$ cat config.mk
export PLATFORM = sky130hd
export DESIGN_NAME = hazard_detector_flat
export DESIGN_NICKNAME = d
export VERILOG_FILES = /design/src/rtl/game_pkg.sv /design/src/rtl/hazard_detector_if.sv /design/src/rtl/aabb_overlap.sv /design/src/rtl/hazard_detector.sv /design/src/flat_wrapper.sv
export SDC_FILE = /design/constraint.sdc
export NUM_CORES = 1
export LEC_CHECK = 0
export BUFFER_PORTS_ARGS = -buffer_cell sky130_fd_sc_hd__buf_2
export CAP_MARGIN = 10
export CORE_ASPECT_RATIO = 1.75
export CORE_MARGIN = 8
export CORE_UTILIZATION = 40
export CTS_CLUSTER_DIAMETER = 40
export CTS_CLUSTER_SIZE = 12
export DETAILED_ROUTE_END_ITERATION = 8
export GPL_ROUTABILITY_DRIVEN = 0
export MAX_ROUTING_LAYER = met4
export PLACE_DENSITY = 0.69
export SLEW_MARGIN = 20
export SYNTH_ARGS = -nofsm -noshare
export SYNTH_HDL_FRONTEND = slang
export SYNTH_SLANG_ARGS = --single-unit
$ cat constraint.sdc
create_clock -name clk -period 5.6 [get_ports clk]
set_input_delay 0.28 -clock clk [delete_from_list [all_inputs] [get_ports clk]]
set_output_delay 0.28 -clock clk [all_outputs]
set_load 0.01 [all_outputs]
$ cat src/rtl/game_pkg.sv
// rtl/game_pkg.sv - shared types and defaults for the hazard detector slice
package game_pkg;

    typedef logic [9:0]  coord_t;
    typedef logic [11:0] wide_t;

    typedef enum logic [1:0] {
        HD_IDLE,
        HD_SCAN,
        HD_REPORT
    } hd_state_t;

    localparam int FINISH_X_DEFAULT     = 600;
    localparam int N_OBS_DEFAULT        = 4;
    localparam int GRACE_FRAMES_DEFAULT = 30;

    // Widened before subtracting so the distance never wraps.
    function automatic wide_t abs_diff(input wide_t a, input wide_t b);
        return (a > b) ? (a - b) : (b - a);
    endfunction

endpackage

$ cat src/rtl/hazard_detector_if.sv
// rtl/hazard_detector_if.sv - ball/obstacle inputs and hazard report outputs
interface hazard_detector_if
    import game_pkg::*;
#(
    parameter int N_OBS = N_OBS_DEFAULT
);

    logic                    frame_tick;
    logic                    enable;
    logic                    level_reset;
    coord_t                  ball_x;
    coord_t                  ball_y;
    coord_t                  ball_size;
    logic [N_OBS*10-1:0]     obs_x;
    logic [N_OBS*10-1:0]     obs_y;
    coord_t                  obs_size;
    logic [N_OBS-1:0]        obs_active;

    logic                    collision;
    logic                    finish_line_reached;
    logic [3:0]              hit_index;
    logic                    busy;
    logic                    overrun;
    logic [7:0]              hit_count;

    // Motion/level side drives the geometry and controls.
    modport master (
        output frame_tick, enable, level_reset,
        output ball_x, ball_y, ball_size,
        output obs_x, obs_y, obs_size, obs_active,
        input  collision, finish_line_reached, hit_index,
        input  busy, overrun, hit_count
    );

    modport slave (
        input  frame_tick, enable, level_reset,
        input  ball_x, ball_y, ball_size,
        input  obs_x, obs_y, obs_size, obs_active,
        output collision, finish_line_reached, hit_index,
        output busy, overrun, hit_count
    );

endinterface

$ cat src/rtl/aabb_overlap.sv
// rtl/aabb_overlap.sv - combinational axis-aligned box overlap test on centres
module aabb_overlap
    import game_pkg::*;
(
    input  coord_t a_x,
    input  coord_t a_y,
    input  coord_t a_size,
    input  coord_t b_x,
    input  coord_t b_y,
    input  coord_t b_size,
    output logic   overlap
);

    wide_t dist_x;
    wide_t dist_y;
    wide_t reach;

    assign dist_x  = abs_diff(wide_t'(a_x), wide_t'(b_x));
    assign dist_y  = abs_diff(wide_t'(a_y), wide_t'(b_y));
    assign reach   = wide_t'(a_size) + wide_t'(b_size);
    assign overlap = (dist_x < reach) && (dist_y < reach);

endmodule

$ cat src/rtl/hazard_detector.sv
// rtl/hazard_detector.sv - per-frame collision/finish detector with post-hit grace period
module hazard_detector
    import game_pkg::*;
#(
    parameter int N_OBS        = N_OBS_DEFAULT,
    parameter int FINISH_X     = FINISH_X_DEFAULT,
    parameter int GRACE_FRAMES = GRACE_FRAMES_DEFAULT
) (
    input  logic             clk,
    input  logic             reset,
    hazard_detector_if.slave hd
);

    localparam logic [3:0] LAST_IDX   = 4'(N_OBS - 1);
    localparam logic [7:0] GRACE_LOAD = 8'(GRACE_FRAMES);
    localparam wide_t      FINISH_W   = wide_t'(FINISH_X);

    hd_state_t  state_q, state_d;
    logic [3:0] idx_q, idx_d;
    coord_t     bx_q, bx_d;
    coord_t     by_q, by_d;
    coord_t     bs_q, bs_d;
    coord_t     os_q, os_d;
    logic       hit_flag_q, hit_flag_d;
    logic [3:0] hit_slot_q, hit_slot_d;
    logic       gate_q, gate_d;
    logic [7:0] grace_q, grace_d;
    logic       collision_q, collision_d;
    logic       finish_q, finish_d;
    logic [3:0] hit_index_q, hit_index_d;
    logic [7:0] hit_count_q, hit_count_d;
    logic       overrun_q, overrun_d;

    coord_t slot_x;
    coord_t slot_y;
    logic   slot_active;
    logic   slot_overlap;
    logic   slot_hit;
    logic   finish_hit;

    // Obstacle positions are sampled live, one slot per clock.
    assign slot_x      = coord_t'(hd.obs_x >> (32'(idx_q) * 10));
    assign slot_y      = coord_t'(hd.obs_y >> (32'(idx_q) * 10));
    assign slot_active = 1'(hd.obs_active >> idx_q);
    assign slot_hit    = slot_active && slot_overlap;
    assign finish_hit  = (wide_t'(bx_q) + wide_t'(bs_q)) >= FINISH_W;

    aabb_overlap u_aabb (
        .a_x    (bx_q),
        .a_y    (by_q),
        .a_size (bs_q),
        .b_x    (slot_x),
        .b_y    (slot_y),
        .b_size (os_q),
        .overlap(slot_overlap)
    );

    always_comb begin
        state_d     = state_q;
        idx_d       = idx_q;
        bx_d        = bx_q;
        by_d        = by_q;
        bs_d        = bs_q;
        os_d        = os_q;
        hit_flag_d  = hit_flag_q;
        hit_slot_d  = hit_slot_q;
        gate_d      = gate_q;
        grace_d     = grace_q;
        collision_d = 1'b0;
        finish_d    = 1'b0;
        hit_index_d = hit_index_q;
        hit_count_d = hit_count_q;
        overrun_d   = overrun_q;

        if (hd.frame_tick && (grace_q != 8'd0)) begin
            grace_d = grace_q - 8'd1;
        end

        case (state_q)
            HD_IDLE: begin
                if (hd.frame_tick && hd.enable) begin
                    state_d    = HD_SCAN;
                    idx_d      = 4'd0;
                    bx_d       = hd.ball_x;
                    by_d       = hd.ball_y;
                    bs_d       = hd.ball_size;
                    os_d       = hd.obs_size;
                    hit_flag_d = 1'b0;
                    // Immunity is judged by the grace count when the frame starts.
                    gate_d     = (grace_q == 8'd0);
                end
            end
            HD_SCAN: begin
                if (hd.frame_tick) begin
                    overrun_d = 1'b1;
                end
                if (slot_hit && !hit_flag_q) begin
                    hit_flag_d = 1'b1;
                    hit_slot_d = idx_q;
                end
                if (idx_q == LAST_IDX) begin
                    state_d = HD_REPORT;
                end else begin
                    idx_d = idx_q + 4'd1;
                end
            end
            HD_REPORT: begin
                if (hd.frame_tick) begin
                    overrun_d = 1'b1;
                end
                state_d = HD_IDLE;
                if (hd.enable && gate_q) begin
                    if (hit_flag_q) begin
                        collision_d = 1'b1;
                        grace_d     = GRACE_LOAD;
                        hit_index_d = hit_slot_q;
                        if (hit_count_q != 8'hFF) begin
                            hit_count_d = hit_count_q + 8'd1;
                        end
                    end else if (finish_hit) begin
                        finish_d = 1'b1;
                    end
                end
            end
            default: begin
                state_d = HD_IDLE;
            end
        endcase

        // Level restart abandons the frame outright and overrides any tick.
        if (hd.level_reset) begin
            state_d     = HD_IDLE;
            collision_d = 1'b0;
            finish_d    = 1'b0;
            grace_d     = GRACE_LOAD;
            hit_index_d = hit_index_q;
            hit_count_d = hit_count_q;
            overrun_d   = overrun_q;
        end
    end

    always_ff @(posedge clk or posedge reset) begin
        if (reset) begin
            state_q     <= HD_IDLE;
            idx_q       <= 4'd0;
            bx_q        <= '0;
            by_q        <= '0;
            bs_q        <= '0;
            os_q        <= '0;
            hit_flag_q  <= 1'b0;
            hit_slot_q  <= 4'd0;
            gate_q      <= 1'b0;
            grace_q     <= 8'd0;
            collision_q <= 1'b0;
            finish_q    <= 1'b0;
            hit_index_q <= 4'd0;
            hit_count_q <= 8'd0;
            overrun_q   <= 1'b0;
        end else begin
            state_q     <= state_d;
            idx_q       <= idx_d;
            bx_q        <= bx_d;
            by_q        <= by_d;
            bs_q        <= bs_d;
            os_q        <= os_d;
            hit_flag_q  <= hit_flag_d;
            hit_slot_q  <= hit_slot_d;
            gate_q      <= gate_d;
            grace_q     <= grace_d;
            collision_q <= collision_d;
            finish_q    <= finish_d;
            hit_index_q <= hit_index_d;
            hit_count_q <= hit_count_d;
            overrun_q   <= overrun_d;
        end
    end

    assign hd.collision           = collision_q;
    assign hd.finish_line_reached = finish_q;
    assign hd.hit_index           = hit_index_q;
    assign hd.busy                = (state_q != HD_IDLE);
    assign hd.overrun             = overrun_q;
    assign hd.hit_count           = hit_count_q;

endmodule

$ cat src/flat_wrapper.sv
// flat-port wrapper written by rule: the top's interface ports become plain ports
module hazard_detector_flat import game_pkg::*;
#(
    parameter int N_OBS        = N_OBS_DEFAULT,
    parameter int FINISH_X     = FINISH_X_DEFAULT,
    parameter int GRACE_FRAMES = GRACE_FRAMES_DEFAULT
)
  (clk, reset, hd_frame_tick, hd_enable, hd_level_reset, hd_ball_x, hd_ball_y, hd_ball_size, hd_obs_x, hd_obs_y, hd_obs_size, hd_obs_active, hd_collision, hd_finish_line_reached, hd_hit_index, hd_busy, hd_overrun, hd_hit_count);
  hazard_detector_if #(.N_OBS(N_OBS)) hd_i ();
  input  logic clk;
  input  logic reset;
  input wire logic [$bits(hd_i.frame_tick)-1:0] hd_frame_tick;
  input wire logic [$bits(hd_i.enable)-1:0] hd_enable;
  input wire logic [$bits(hd_i.level_reset)-1:0] hd_level_reset;
  input wire logic [$bits(hd_i.ball_x)-1:0] hd_ball_x;
  input wire logic [$bits(hd_i.ball_y)-1:0] hd_ball_y;
  input wire logic [$bits(hd_i.ball_size)-1:0] hd_ball_size;
  input wire logic [$bits(hd_i.obs_x)-1:0] hd_obs_x;
  input wire logic [$bits(hd_i.obs_y)-1:0] hd_obs_y;
  input wire logic [$bits(hd_i.obs_size)-1:0] hd_obs_size;
  input wire logic [$bits(hd_i.obs_active)-1:0] hd_obs_active;
  output wire logic [$bits(hd_i.collision)-1:0] hd_collision;
  output wire logic [$bits(hd_i.finish_line_reached)-1:0] hd_finish_line_reached;
  output wire logic [$bits(hd_i.hit_index)-1:0] hd_hit_index;
  output wire logic [$bits(hd_i.busy)-1:0] hd_busy;
  output wire logic [$bits(hd_i.overrun)-1:0] hd_overrun;
  output wire logic [$bits(hd_i.hit_count)-1:0] hd_hit_count;
  assign hd_i.frame_tick = hd_frame_tick;
  assign hd_i.enable = hd_enable;
  assign hd_i.level_reset = hd_level_reset;
  assign hd_i.ball_x = hd_ball_x;
  assign hd_i.ball_y = hd_ball_y;
  assign hd_i.ball_size = hd_ball_size;
  assign hd_i.obs_x = hd_obs_x;
  assign hd_i.obs_y = hd_obs_y;
  assign hd_i.obs_size = hd_obs_size;
  assign hd_i.obs_active = hd_obs_active;
  assign hd_collision = hd_i.collision;
  assign hd_finish_line_reached = hd_i.finish_line_reached;
  assign hd_hit_index = hd_i.hit_index;
  assign hd_busy = hd_i.busy;
  assign hd_overrun = hd_i.overrun;
  assign hd_hit_count = hd_i.hit_count;
  hazard_detector #(.N_OBS(N_OBS), .FINISH_X(FINISH_X), .GRACE_FRAMES(GRACE_FRAMES)) u_core (.clk(clk), .reset(reset), .hd(hd_i));
endmodule
After elaboration in Yosys (flattened, before gate mapping)
Index checks and enable logic that the tools add are counted.
Widths: inputs -> output; s select.

word-level totals
  word-level logic and storage cells = 90
  output and inout bits = 16
  flip-flop bits (word level) = 75
  input port bits = 129

operators by class
  multiply operators = 1
  shift operators = 3
  eq/ne operators = 9
  magnitude comparators = 5
  mux-type cells = 26
  bitwise operators = 1
  add/subtract/negate cells = 9
  reduce and logical (&&, ||, !) cells = 21

operators with widths
  operator              count
  $shr 40x8->10         2
  $sub 10x10->11        4
  $mux 8                5
  $lt 12x11->1          2
  $mux 12               2
  $add 10x10->11        2
  $gt 10x10->1          2
  $ge 12x10->1 const B  1
  $mux 1                11
  $reduce_and 3->1      3
  $add 8x1->8 const B   1
  $logic_not 8->1       1
  $mux 4                2
  $ne 8x8->1 const B    1
  $pmux 4 s2            1
  $reduce_bool 8->1     1
  $sub 8x1->8 const B   1
  $mul 4x3->7 const B   1
  $logic_and 1x1->1     6
  $mux 2                3
  $ne 3x2->1 const B    2
  $reduce_and 2->1      3
  $reduce_and 5->1      1
  $add 4x1->4 const B   1
  14 further kinds      16

Longest topological paths before layout
Gate-level depths: netlist of run 1.

  depth in word-level cells = 10
  gate-level depth with buffers = 27
  depth with buffers taken out = 24

Cells and area by module
A second synthesis of run 1 with hierarchy kept.

second synthesis, totals
  cells, all modules = 690
  area, all modules = 6890.4 µm²

modules (own cells, without submodules)
  module           instances  seq. area each (µm²)  area an instance (µm²)  cells an instance
  hazard_detector  1          1876.8                4154.0                  337
  aabb_overlap     1          0.0                   2736.4                  353

Worst setup path before layout of run 1
OpenSTA, ideal clock, no wires.

  kind = register to register
  start = register u_core.idx_q[1]
  end = register u_core.hit_slot_q[0]
  data arrival time = 5.164 ns
  stages on the path, launching flop included = 25
  buffers on the path = 3
  slack = 0.312 ns
  data required time = 5.475 ns
  period minus slack after synthesis = 5.288 ns
  setup time = 0.125 ns
  cells stage by stage = dfrtp_1 > clkbuf_1 > clkbuf_1 > mux2_2 > o21ai_0 > nand2b_1 > inv_1 > ha_1 > nand3_2 > or2_1 > nor3_4 > a21o_1 > buf_6 > mux2_4 > o221a_4 > nand2b_4 > xnor2_2 > ha_1 > nand4_1 > nor3_1 > o311ai_0 > a31oi_1 > a211oi_1 > nand3b_1 > mux2_2

between the ends
  word-level cells in the longest chain between the ends = 9
  elaborated cells on any way between the ends = 18
  those cells by class = 4 x add/sub; 1 x mul; 4 x order compare; 3 x shift; 2 x mux; 4 x reduce/logical

ends and longest elaborated chain
  item                                                   line                                          RTL
  start: declaration                                     hazard_detector.sv:19                         logic [3:0] idx_q, idx_d;
  start signal: assignment                               hazard_detector.sv:161                        idx_q <= idx_d;
  $mul 4x3->7                                            hazard_detector.sv:42, hazard_detector.sv:43
  $shr 40x8->10 (on tied branches)                       hazard_detector.sv:42, hazard_detector.sv:43
  $sub 10x10->11 / $gt 10x10->1 (equally long branches)  game_pkg.sv:19                                return (a > b) ? (a - b) : (b - a);
  $mux 12                                                game_pkg.sv:19
  $lt 12x11->1                                           aabb_overlap.sv:21                            assign overlap = (dist_x < reach) && (dist_y < reach);
  $logic_and 1x1->1                                      aabb_overlap.sv:21
  $logic_and 1x1->1 *                                    hazard_detector.sv:45                         assign slot_hit = slot_active && slot_overlap;
  $logic_and 1x1->1 *                                    hazard_detector.sv:97                         if (slot_hit && !hit_flag_q) begin
  $reduce_and 2->1 (no line) *                           --
  end signal: assignment                                 hazard_detector.sv:167                        hit_slot_q <= hit_slot_d;
  end: declaration                                       hazard_detector.sv:25                         logic [3:0] hit_slot_q, hit_slot_d;

Mark *: on every way between the ends. The rest lies on a longest branch, timed or not.
A chain may end at the register's enable or synchronous reset.

Final worst setup path of run 1
  start = register u_core.idx_q[1]
  end = register u_core.hit_slot_q[1]

between the ends
  word-level cells in the longest chain between the ends = 9
  elaborated cells on any way between the ends = 18
  those cells by class = 4 x add/sub; 1 x mul; 4 x order compare; 3 x shift; 2 x mux; 4 x reduce/logical

ends and longest elaborated chain
  item                                                   line
  $mul 4x3->7                                            hazard_detector.sv:42, hazard_detector.sv:43
  $shr 40x8->10 (on tied branches)                       hazard_detector.sv:42, hazard_detector.sv:43
  $sub 10x10->11 / $gt 10x10->1 (equally long branches)  game_pkg.sv:19
  $mux 12                                                game_pkg.sv:19
  $lt 12x11->1                                           aabb_overlap.sv:21
  $logic_and 1x1->1                                      aabb_overlap.sv:21
  $logic_and 1x1->1                                      hazard_detector.sv:45
  $logic_and 1x1->1                                      hazard_detector.sv:97
  $reduce_and 2->1 (no line)                             --

Several ways; a longest one is shown, not always the timed one.

==> out/results.txt, run 1 <==
Leak - 4.02 nW
dpl hpwl - 15700 µm
Fillers - 1660
CP Class - reg2reg
dpl cells - 1097
synthesized cell area - 6870 µm²
first-pass GRT wire length - 30000 µm
Slew Viols, Final - 0
post-DR wirelength/cell - 17.0 µm
Clock Path Buffers - 2
final cell count without fillers - 1117
Fmax - 190 MHz
register area share after synthesis - 0.273
Pwr Density - 401 nW/µm²
grt ovf - 0
Num CTS Buffers - 9
Worst Path Required - 5.82 ns
vias in the first global route - 6225
core box area - 16900 µm²
Tightest Pin Transition - 0.603 ns
Slew headroom - 0.597
Starting Density - 0.407
crit path from - u_core.idx_q[1]$_DFFE_PP0P_
largest net degree at the start of global routing - 44
most frequent cells in the layout - buf_2, ha_1, inv_1, dfrtp_1, mux2_2
Via Count - 5854
R2R depth - 23
CTS tree - yes
number of vias per cell - 5.24
Clock Latency Late Sink - 0.33 ns
Setup crit end kind - register
commonest non-fill, non-tap cell in the layout - buf_2
fin crit period - 5.27 ns
Maximum Capacitance Violations - 0
# IOs - 145
die area - 21800 µm²
# DRC - 0
P_int - 1.90 mW
clock root cell - clkbuf_16
DR iter-0 viols - 202
CP Data Arrival Time - 5.49 ns
initial antenna violation count - 1
syn_area_per_cell - 9.34 µm²
failing checks - negative hold slack
Reg clk slew, reported paths - 0.06 ns
Primary FF master, synth - dfrtp_1
Worst Setup EP - u_core.hit_slot_q[1]$_DFFE_PP0P_
Hold Path Class - in2async
RSZ-0062 raised after global routing - false
synthesis warning total - 0
switching power - 1.40 mW
r2r setup slk - 0.33 ns
IO Port Bufs - 144
Reg-to-Reg End - u_core.hit_slot_q[1]$_DFFE_PP0P_
# nets final - 1105
Synth Instances - 735
CP Max Fanout - 30
final hold slack - -0.00713 ns
final setup fails - 0
synthesized flop and latch total - 75
share of cells above drive strength 1 - 0.305
FP Rows - 63
RR Startpoint - u_core.idx_q[1]$_DFFE_PP0P_
GRT Resource Usage Total - 0.180
first-pass detailed-route iteration total - 4
run status - finished, violations left
Clk network pwr share - 0.177
async set-reset flop share out of synthesis - 1.00
H-tree depth - 3
Comb power frac - 0.614
Syn Nets - 956
number of library cell types mapped by synthesis - 68
Die X - 115 µm
# clock sinks - 75
crit path launch type - register
Sequential Power Share - 0.209
Hold Vio Cnt, Final - 2
Sum Neg Setup Slack - 0 ns
peak supply drop - 0.229 mV
CTS Hold Bufs - 0
Post-synth EDFFs - 0
clock skew - 0.00656 ns
Die H - 189 µm
synthesis-to-layout area growth - 20.0%
Routed Antenna Nets - 0
final WL - 19000 µm
Net Sw Frac - 0.425
Final Cycle Share - 0.942
cell type report:
| class | count | area (µm²) | area share |
|---|---|---|---|
| clock inverters | 6 | 65.1 | 0.00790 |
| repair buffers | 161 | 868 | 0.105 |
| inverters | 75 | 283 | 0.0343 |
| diodes | 1 | 2.50 | 0.000304 |
| well taps | 227 | 284 | 0.0345 |
| multi-input cells | 562 | 4630 | 0.562 |
| clock buffers | 10 | 229 | 0.0278 |
| flip-flops and latches | 75 | 1880 | 0.228 |
stage by stage:
step	power, mW	util	cell area, µm²	worst slack [ns]	hold slack [ns]
2_1_floorplan	2.20	-	6870	0.312	0.343
3_3_place_gp	2.66	0.468	7890	0.237	0.378
3_5_place_dp	2.69	0.468	7890	0.206	0.376
4_1_cts	3.30	0.485	8190	0.156	0.0159
5_1_grt	3.58	0.489	8240	0.0428	0.0506
6_report	3.30	0.489	8240	0.325	-0.00713
critical path, stage by stage, from the launching register on:
cell and delay (ns):
dfrtp_2 0.39, buf_12 0.21, mux2_2 0.35, o21ai_0 0.27, nand2b_1 0.22, inv_1 0.10, fa_1 0.42, a21o_1 0.17
a21oi_1 0.17, o21ai_0 0.12, or2_2 0.28, mux2_2 0.28, a31oi_1 0.16, o21ai_0 0.13, xnor2_1 0.15, ha_1 0.31
and3_1 0.19, o2111ai_1 0.11, a21oi_1 0.14, o21ai_0 0.10, a31oi_1 0.19, a211oi_2 0.09, nand3b_1 0.21, mux2_2 0.36
state kept, by name, indices dropped and copies added, names as in the netlist:
register,cells
u_core.hit_slot_q,4
u_core.hd.finish_line_reached,1
u_core.idx_q,4
u_core.os_q,10
u_core.state_q,2
u_core.gate_q,1
u_core.hd.overrun,1
u_core.grace_q,8
u_core.bx_q,10
u_core.bs_q,10
u_core.hit_flag_q,1
u_core.hd.collision,1
u_core.hd.hit_count,8
u_core.hd.hit_index,4
u_core.by_q,10
cell usage after synthesis (3+ instances only):
cell	count	area, µm²
a21o_1	14	105
a31oi_1	5	31.3
nor4_1	4	25.0
dfrtp_1	75	1880
nor2_1	22	82.6
nand3_1	20	100
nand2_1	53	199
o211ai_1	4	30.0
mux2_2	72	811
o21ai_0	53	265
and4_1	3	26.3
a22o_1	4	35.0
a221oi_1	3	26.3
o31ai_1	4	30.0
o2111ai_1	3	26.3
or3_1	4	25.0
xor2_1	12	105
o21a_1	5	37.5
xnor2_1	25	219
inv_1	75	282
nor3_1	6	30.0
a21boi_0	3	22.5
nor2b_1	6	37.5
o21ai_1	3	15.0
fa_1	6	120
mux2i_1	32	320
ha_1	86	1080
clkbuf_1	15	56.3
a21oi_1	32	160
nand4_1	6	37.5
and3_1	4	25.0
a211oi_1	6	45.0
nand2b_1	25	156
logic make-up after synthesis:
kind of cell    count (synthesis)  synth area share
buf+inv                        98            0.0559
xor+xnor                       38            0.0496
flops                          75             0.273
mux                           106             0.170
simple gates                  168             0.127
compound gates                158             0.150
fa+ha+maj                      92             0.174
routing by layer:
| layer | track usage | vias to the layer above | part of all wire |
|---|---|---|---|
| met4 | 0.0966 | 0 | 0.042 |
| met3 | 0.0147 | 39 | 0.014 |
| met5 | - | - | 0 |
| li1 | - | 2894 | - |
| met2 | 0.336 | 117 | 0.57 |
| met1 | 0.179 | 2804 | 0.38 |
repair_timing:
| action | in CTS | in global routing |
|---|---|---|
| buffers inserted | 0 | 3 |
| gates resized for setup | 0 | 11 |
| setup endpoints to repair | 0 | 5 |
power groups by stage:
stage	clock network (mW)	registers (mW)	logic, mW
after floorplan	0	0.671	1.53
after global placement	0	0.700	1.96
after detailed placement	0	0.703	1.98
after CTS	0.602	0.692	2.01
after global routing	0.619	0.700	2.26
final	0.584	0.691	2.03
how the worst min path moves through the flow:
stage / start / to / slack (ns) / depth (start not counted)
3_3_place_gp: reset / u_core.bs_q[8]$_DFFE_PP0P_ / 0.38 / 2
6_report: reset / u_core.os_q[7]$_DFFE_PP0P_ / -0.007 / 2
4_1_cts: reset / u_core.os_q[9]$_DFFE_PP0P_ / 0.02 / 2
5_1_grt: reset / u_core.bs_q[8]$_DFFE_PP0P_ / 0.05 / 2
3_5_place_dp: reset / u_core.bx_q[5]$_DFFE_PP0P_ / 0.38 / 2
2_1_floorplan: hd_level_reset / u_core.state_q[1]$_DFFE_PP0P_ / 0.34 / 1
Note: power is estimated with default switching activity, not from simulation.
==> run 2: changes to the inputs <==
Settings changed: GPL_TIMING_DRIVEN set to 0.
==> run 2 against run 1 <==
- the run now ends clean
- worst setup slack worse by 0.058 ns
- critical path depth is 2 higher
- global-route usage increased by 0.081 points
- non-clock buffer count up 19
- register-to-register slack worse by 0.06 ns
- critical path type unchanged
- critical endpoint is now u_core.hit_slot_q[0]$_DFFE_PP0P_
- highest routed layer unchanged
==> out/results.txt, run 2 (synthesis gave the netlist of run 1 again) <==
H-tree depth - 3 (unchanged)
Antenna Cells - 0 (was 1)
DR WL met3 - 356 µm (was 263 µm)
synthesis-to-layout area growth - 23.6% (was 20.0%)
number of vias per cell - 5.17 (was 5.24)
clock root cell - clkbuf_16 (unchanged)
Starting Density - 0.407 (unchanged)
met1 wire length - 7230 µm (was 7170 µm)
top layer in use - met4 (unchanged)
dpl ws - -0.820 ns (was 0.206 ns)
die area - 21800 µm² (unchanged)
Num CTS Buffers - 9 (unchanged)
Die H - 189 µm (unchanged)
# clock sinks - 75 (unchanged)
CP Max Fanout - 8 (was 30)
vias in the first global route - 6292 (was 6225)
crit path launch type - register (unchanged)
crit-path max cell delay - 0.38 ns (was 0.42 ns)
clock skew - 0.0105 ns (was 0.00656 ns)
first-pass detailed-route iteration total - 4 (unchanged)
IO Port Bufs - 144 (unchanged)
DR iter-0 viols - 207 (was 202)
Slew headroom - 0.522 (was 0.597)
Worst Path Required - 5.83 ns (was 5.82 ns)
Reg clk slew, reported paths - 0.07 ns (was 0.06 ns)
Routed Antenna Nets - 0 (unchanged)
Hold Path Class - in2reg (was in2async)
initial antenna violation count - 0 (was 1)
Tightest Pin Transition - 0.716 ns (was 0.603 ns)
Slew Viols, Final - 0 (unchanged)
Leak - 4.15 nW (was 4.02 nW)
post-DR wirelength/cell - 16.8 µm (was 17.0 µm)
peak supply drop - 0.226 mV (was 0.229 mV)
Fillers - 1685 (was 1660)
# IOs - 145 (unchanged)
Final Cell Area - 8490 µm² (was 8240 µm²)
Clock Path Buffers - 2 (unchanged)
fin crit period - 5.33 ns (was 5.27 ns)
# nets final - 1124 (was 1105)
CP Data Arrival Time - 5.56 ns (was 5.49 ns)
final WL - 19000 µm (about the same)
Maximum Capacitance Violations - 0 (unchanged)
run status - finished, final reports clean (was finished, violations left)
CP Class - reg2reg (unchanged)
Final Cycle Share - 0.952 (was 0.942)
first-pass GRT wire length - 30100 µm (was 30000 µm)
Slowest cell on crit path - dfrtp_2 (was fa_1)
dpl hpwl - 15700 µm (about the same)
Hold Vio Cnt, Final - 0 (was 2)
commonest non-fill, non-tap cell in the layout - buf_2 (unchanged)
area post-placement - 7900 µm² (was 7890 µm²)
Die X - 115 µm (unchanged)
FP Rows - 63 (unchanged)
Via Count - 5868 (was 5854)
Detail Route met2 WL - 10800 µm (about the same)
most frequent cells in the layout - buf_2, ha_1, inv_1, dfrtp_1, mux2_2 (unchanged)
Pwr Density - 398 nW/µm² (was 401 nW/µm²)
GRT Resource Usage Total - 0.181 (was 0.180)
Clock Latency Late Sink - 0.35 ns (was 0.33 ns)
share of cells above drive strength 1 - 0.327 (was 0.305)
final setup fails - 0 (unchanged)
Fmax - 188 MHz (was 190 MHz)
core box area - 16900 µm² (unchanged)
largest net degree at the start of global routing - 46 (was 44)
setup ws final - 0.267 ns (was 0.325 ns)
CTS tree - yes (unchanged)
# DRC - 0 (unchanged)
grt ovf - 0 (unchanged)
Setup crit end kind - register (unchanged)
==> run 2: timing repair <==
item,in CTS,in global routing
setup endpoints to repair,5,5
cloned,0,1
endpoints found under the hold margin,30,0
pin swaps,4,6
resized for setup,11,47
setup buffers,6,6
hold buffers,1,0
==> run 2: final timing paths <==
kind                                          startpoint                                to  slack, ns  depth (start not counted)
setup reg to reg             u_core.idx_q[1]$_DFFE_PP0P_  u_core.hit_slot_q[0]$_DFFE_PP0P_       0.27                         25
min in group asynchronous                          reset        u_core.bx_q[3]$_DFFE_PP0P_       0.49                          3
setup / recovery             u_core.idx_q[1]$_DFFE_PP0P_  u_core.hit_slot_q[0]$_DFFE_PP0P_       0.27                         25
hold reg to reg            u_core.hd.overrun$_DFFE_PP0P_     u_core.hd.overrun$_DFFE_PP0P_       0.47                          1
max in group asynchronous                          reset       u_core.idx_q[1]$_DFFE_PP0P_       4.53                          4
hold / removal                            hd_level_reset     u_core.state_q[1]$_DFFE_PP0P_       0.16                          2
==> run 2: cell type report <==
| class | count | area, µm² | share of cell area |
|---|---|---|---|
| Sequential cell | 75 | 1880 | 0.221 |
| Clock inverter | 6 | 71.3 | 0.00840 |
| Buffer | 21 | 134 | 0.0158 |
| Timing Repair Buffer | 159 | 883 | 0.104 |
| Clock buffer | 10 | 239 | 0.0282 |
| Tap cell | 227 | 284 | 0.0335 |
| Multi-Input combinational cell | 562 | 4720 | 0.555 |
| Inverter | 75 | 284 | 0.0335 |
==> run 2: layer usage <==
layer,global-route usage,vias up
met4,0.0874,0
met3,0.0179,29
met5,-,-
met2,0.340,95
met1,0.179,2810
li1,-,2934
==> run 2: stage by stage <==
stage	utilization	power (mW)	setup TNS (ns)	std cells	hold WS (ns)
final	0.503	3.38	0	1135	0.155
after global routing	0.503	3.67	-0.00375	1135	0.157
after CTS	0.491	3.33	0	1128	0.130
after detailed placement	0.468	2.67	-3.74	1107	0.323
after global placement	0.467	2.61	-3.55	1106	0.452
after floorplan	-	2.20	0	735	0.343
==> run 2: worst max-delay path, delay by kind of cell (launching register included) <==
kind / cells / cell delay [ns]
AND/OR/NAND/NOR: 8 / 1.17
buffers and inverters: 5 / 0.72
AO/OA/AOI/OAI: 6 / 1.24
XOR/XNOR: 1 / 0.13
adder cells (fa/ha/maj): 2 / 0.66
flip-flops: 1 / 0.38
multiplexers: 3 / 0.89
==> run 2: report_power, final <==
group / leakage (nW) / internal (mW) / switching, mW
clock: 0.146 / 0.362 / 0.257
combinational: 3.07 / 0.965 / 1.10
sequential: 0.931 / 0.615 / 0.0783
==> run 3: changes to the inputs <==
Settings changed: ABC_AREA set to 1, PLACE_DENSITY 0.69 to 0.68.
==> run 3 against run 2 <==
- synthesized cell count increased by 45%
- register-to-register slack improved by 0.31 ns
- final area increased by 1.2%
- clock skew decreased by 0.0031 ns
- wire length increased by 22%
- synthesized area increased by 5.5%
- sequential power decreased by 2%
- critical endpoint is now u_core.hit_slot_q[1]$_DFFE_PP0P_
==> out/results.txt, run 3 <==
run status - finished, final reports clean (unchanged)
Hold Path Class - in2reg (unchanged)
Area contributors post-synth - dfrtp_1, ha_1, nand2_1 (was dfrtp_1, ha_1, mux2_2)
Clock Latency Late Sink - 0.35 ns (about the same)
Sequential Power Share - 0.187 (was 0.205)
setup repair bufs after CTS - 0 (was 6)
syn_area_per_cell - 6.79 µm² (was 9.34 µm²)
crit path launch type - register (unchanged)
most frequent cells in the layout - nand2_1, buf_2, inv_1 (was buf_2, ha_1, inv_1, dfrtp_1, mux2_2)
Net Sw Frac - 0.496 (was 0.425)
CP most frequent cell - nand2_1
number of vias per cell - 5.02 (was 5.17)
final setup fails - 0 (unchanged)
Fmax - 199 MHz (was 188 MHz)
vias in the first global route - 7474 (was 6292)
CP Data Arrival Time - 5.26 ns (was 5.56 ns)
Sum Neg Setup Slack - 0 ns (unchanged)
Worst Path Required - 5.84 ns (was 5.83 ns)
Maximum Capacitance Violations - 0 (unchanged)
Starting Density - 0.405 (was 0.407)
Num CTS Buffers - 9 (unchanged)
Routed Antenna Nets - 0 (unchanged)
CTS tree - yes (unchanged)
Clk network pwr share - 0.158 (was 0.183)
initial antenna violation count - 2 (was 0)
number of library cell types mapped by synthesis - 47 (was 68)
Final Cycle Share - 0.896 (was 0.952)
synth cell count leaders - nand2_1, inv_1, nor2_1 (was ha_1, dfrtp_1, inv_1)
Synth Instances - 1067 (was 735)
Leak - 4.67 nW (was 4.15 nW)
dpl hpwl - 19700 µm (was 15700 µm)
synthesized flop and latch total - 75 (unchanged)
most area-hungry cell type in the Yosys netlist - dfrtp_1 (unchanged)
Reg clk slew, reported paths - 0.07 ns (about the same)
final WL - 23200 µm (was 19000 µm)
post-DR wirelength/cell - 15.8 µm (was 16.8 µm)
FP Rows - 65 (was 63)
Pwr Density - 425 nW/µm² (was 398 nW/µm²)
RSZ-0062 raised after global routing - false
peak supply drop - 0.374 mV (was 0.226 mV)
Clock Path Buffers - 2 (unchanged)
Slew headroom - 0.545 (was 0.522)
H-tree depth - 3 (unchanged)
Die H - 194 µm (was 189 µm)
cell family with most CP delay - simple AND/OR/NAND/NOR gates (was compound AO/OA/AOI/OAI gates)
crit-path max cell delay - 0.57 ns (was 0.38 ns)
PnR Total Power - 3.65 mW (was 3.38 mW)
# nets final - 1445 (was 1124)
P_int - 1.84 mW (was 1.94 mW)
first-pass GRT wire length - 36800 µm (was 30100 µm)
Die X - 118 µm (was 115 µm)
Tightest Pin Transition - 0.675 ns (was 0.716 ns)
CP Max Fanout - 10 (was 8)
Syn Nets - 1288 (was 956)
Slowest cell on crit path - a21oi_1 (was dfrtp_2)
# clock sinks - 75 (unchanged)
Primary FF master, synth - dfrtp_1 (unchanged)
synthesized cell area - 7240 µm² (was 6870 µm²)
switching power - 1.81 mW (was 1.44 mW)
DR iter-0 viols - 260 (was 207)
commonest non-fill, non-tap cell in the layout - nand2_1 (was buf_2)
# DRC - 0 (unchanged)
synthesis warning total - 0 (unchanged)
core box area - 17900 µm² (was 16900 µm²)
grt ovf - 0 (unchanged)
# IOs - 145 (unchanged)
register area share after synthesis - 0.259 (was 0.273)
fin crit period - 5.02 ns (was 5.33 ns)
top cell type's share of synthesized area - 0.259 (was 0.273)
Worst Path Buf+Inv - 6 (was 5)
Comb power frac - 0.656 (was 0.612)
clock root cell - clkbuf_16 (unchanged)
share of cells above drive strength 1 - 0.168 (was 0.327)
die area - 22800 µm² (was 21800 µm²)
synthesis-to-layout area growth - 18.6% (was 23.6%)
IO Port Bufs - 144 (unchanged)
clock skew - 0.00743 ns (was 0.0105 ns)
largest net degree at the start of global routing - 43 (was 46)
Via Count - 7357 (was 5868)
Hold Vio Cnt, Final - 0 (unchanged)
GRT Resource Usage Total - 0.208 (was 0.181)
Setup crit end kind - register (unchanged)
CP Class - reg2reg (unchanged)
async set-reset flop share out of synthesis - 1.00 (unchanged)
Post-synth EDFFs - 0 (unchanged)
most frequent cell after synthesis - nand2_1 (was ha_1)
first-pass detailed-route iteration total - 4 (unchanged)
Slew Viols, Final - 0 (unchanged)
run 3: cell count changes after synthesis, moves of 37 or more:
cell / before / now
a21oi_1: 32 / 77
inv_1: 75 / 135
mux2_2: 72 / 4
nand2_1: 53 / 267
nor2_1: 22 / 126
o21ai_0: 53 / 90
run 3: worst register-to-register path, delay by kind of cell, from the launching register on:
kind / cells / cell delay [ns]
xor+xnor: 1 / 0.13
fa+ha+maj: 2 / 0.56
buf+inv: 6 / 1.12
flops: 1 / 0.39
compound gates: 3 / 0.98
simple gates: 16 / 1.71
run 3: per-layer routing:
layer  routed length, µm  vias up  part of all wire  global-route usage
li1                    -     3754                 -                   -
met1                8700     3335              0.38               0.206
met2               12000      200              0.52               0.361
met3                 679       68             0.029              0.0248
met4                1840        0             0.079               0.167
met5                   0        -                 0                   -
run 3: logic make-up after synthesis:
group | synth area share
xor+xnor | 0.0435
mux | 0.00622
simple gates | 0.280
flops | 0.259
fa+ha+maj | 0.165
buf+inv | 0.0952
compound gates | 0.151
run 3: worst paths after layout:
kind | slack [ns] | startpoint | to | cells after the start
max in group asynchronous | 4.49 | reset | u_core.bx_q[4]$_DFFE_PP0P_ | 4
setup / recovery | 0.58 | u_core.idx_q[0]$_DFFE_PP0P_ | u_core.hit_slot_q[1]$_DFFE_PP0P_ | 28
setup reg to reg | 0.58 | u_core.idx_q[0]$_DFFE_PP0P_ | u_core.hit_slot_q[1]$_DFFE_PP0P_ | 28
min in group asynchronous | 0.51 | reset | u_core.hd.hit_index[1]$_DFFE_PP0P_ | 3
hold / removal | 0.13 | hd_obs_size[5] | u_core.os_q[5]$_DFFE_PP0P_ | 3
hold reg to reg | 0.47 | u_core.hit_slot_q[3]$_DFFE_PP0P_ | u_core.hit_slot_q[3]$_DFFE_PP0P_ | 2
run 3: area by class of cell:
class	instances	area, µm²
antenna	2	5.00
buffer	29	140
clock buffer	9	225
clock inverter	7	70.1
fill	1918	9300
inverter	146	552
multi-input combinational	817	4680
sequential	75	1880
tap	234	293
timing repair buffer	146	751
run 3: repair_timing:
action,in CTS,in global routing
endpoints found under the hold margin,33,0
gates resized for setup,0,0
endpoints found under the setup margin,0,0
hold buffers,1,0
run 3: through the flow:
stage / util / hold slack [ns] / instances / area, µm² / worst slack (ns)
2_1_floorplan: - / 0.364 / 1067 / 7240 / 1.85
3_3_place_gp: 0.462 / 0.447 / 1445 / 8260 / 0.735
3_5_place_dp: 0.463 / 0.332 / 1446 / 8280 / 0.684
4_1_cts: 0.480 / 0.117 / 1463 / 8590 / 0.660
5_1_grt: 0.480 / 0.143 / 1465 / 8590 / 0.253
6_report: 0.480 / 0.127 / 1465 / 8590 / 0.582
run 3: power by group through the flow:
stage               logic [mW]  registers [mW]  clock network (mW)
floorplan                 1.80           0.667                   0
detailed placement        2.38           0.692                   0
global placement          2.33           0.689                   0
CTS                       2.40           0.682               0.588
global route              2.73           0.692               0.608
finish                    2.40           0.682               0.576
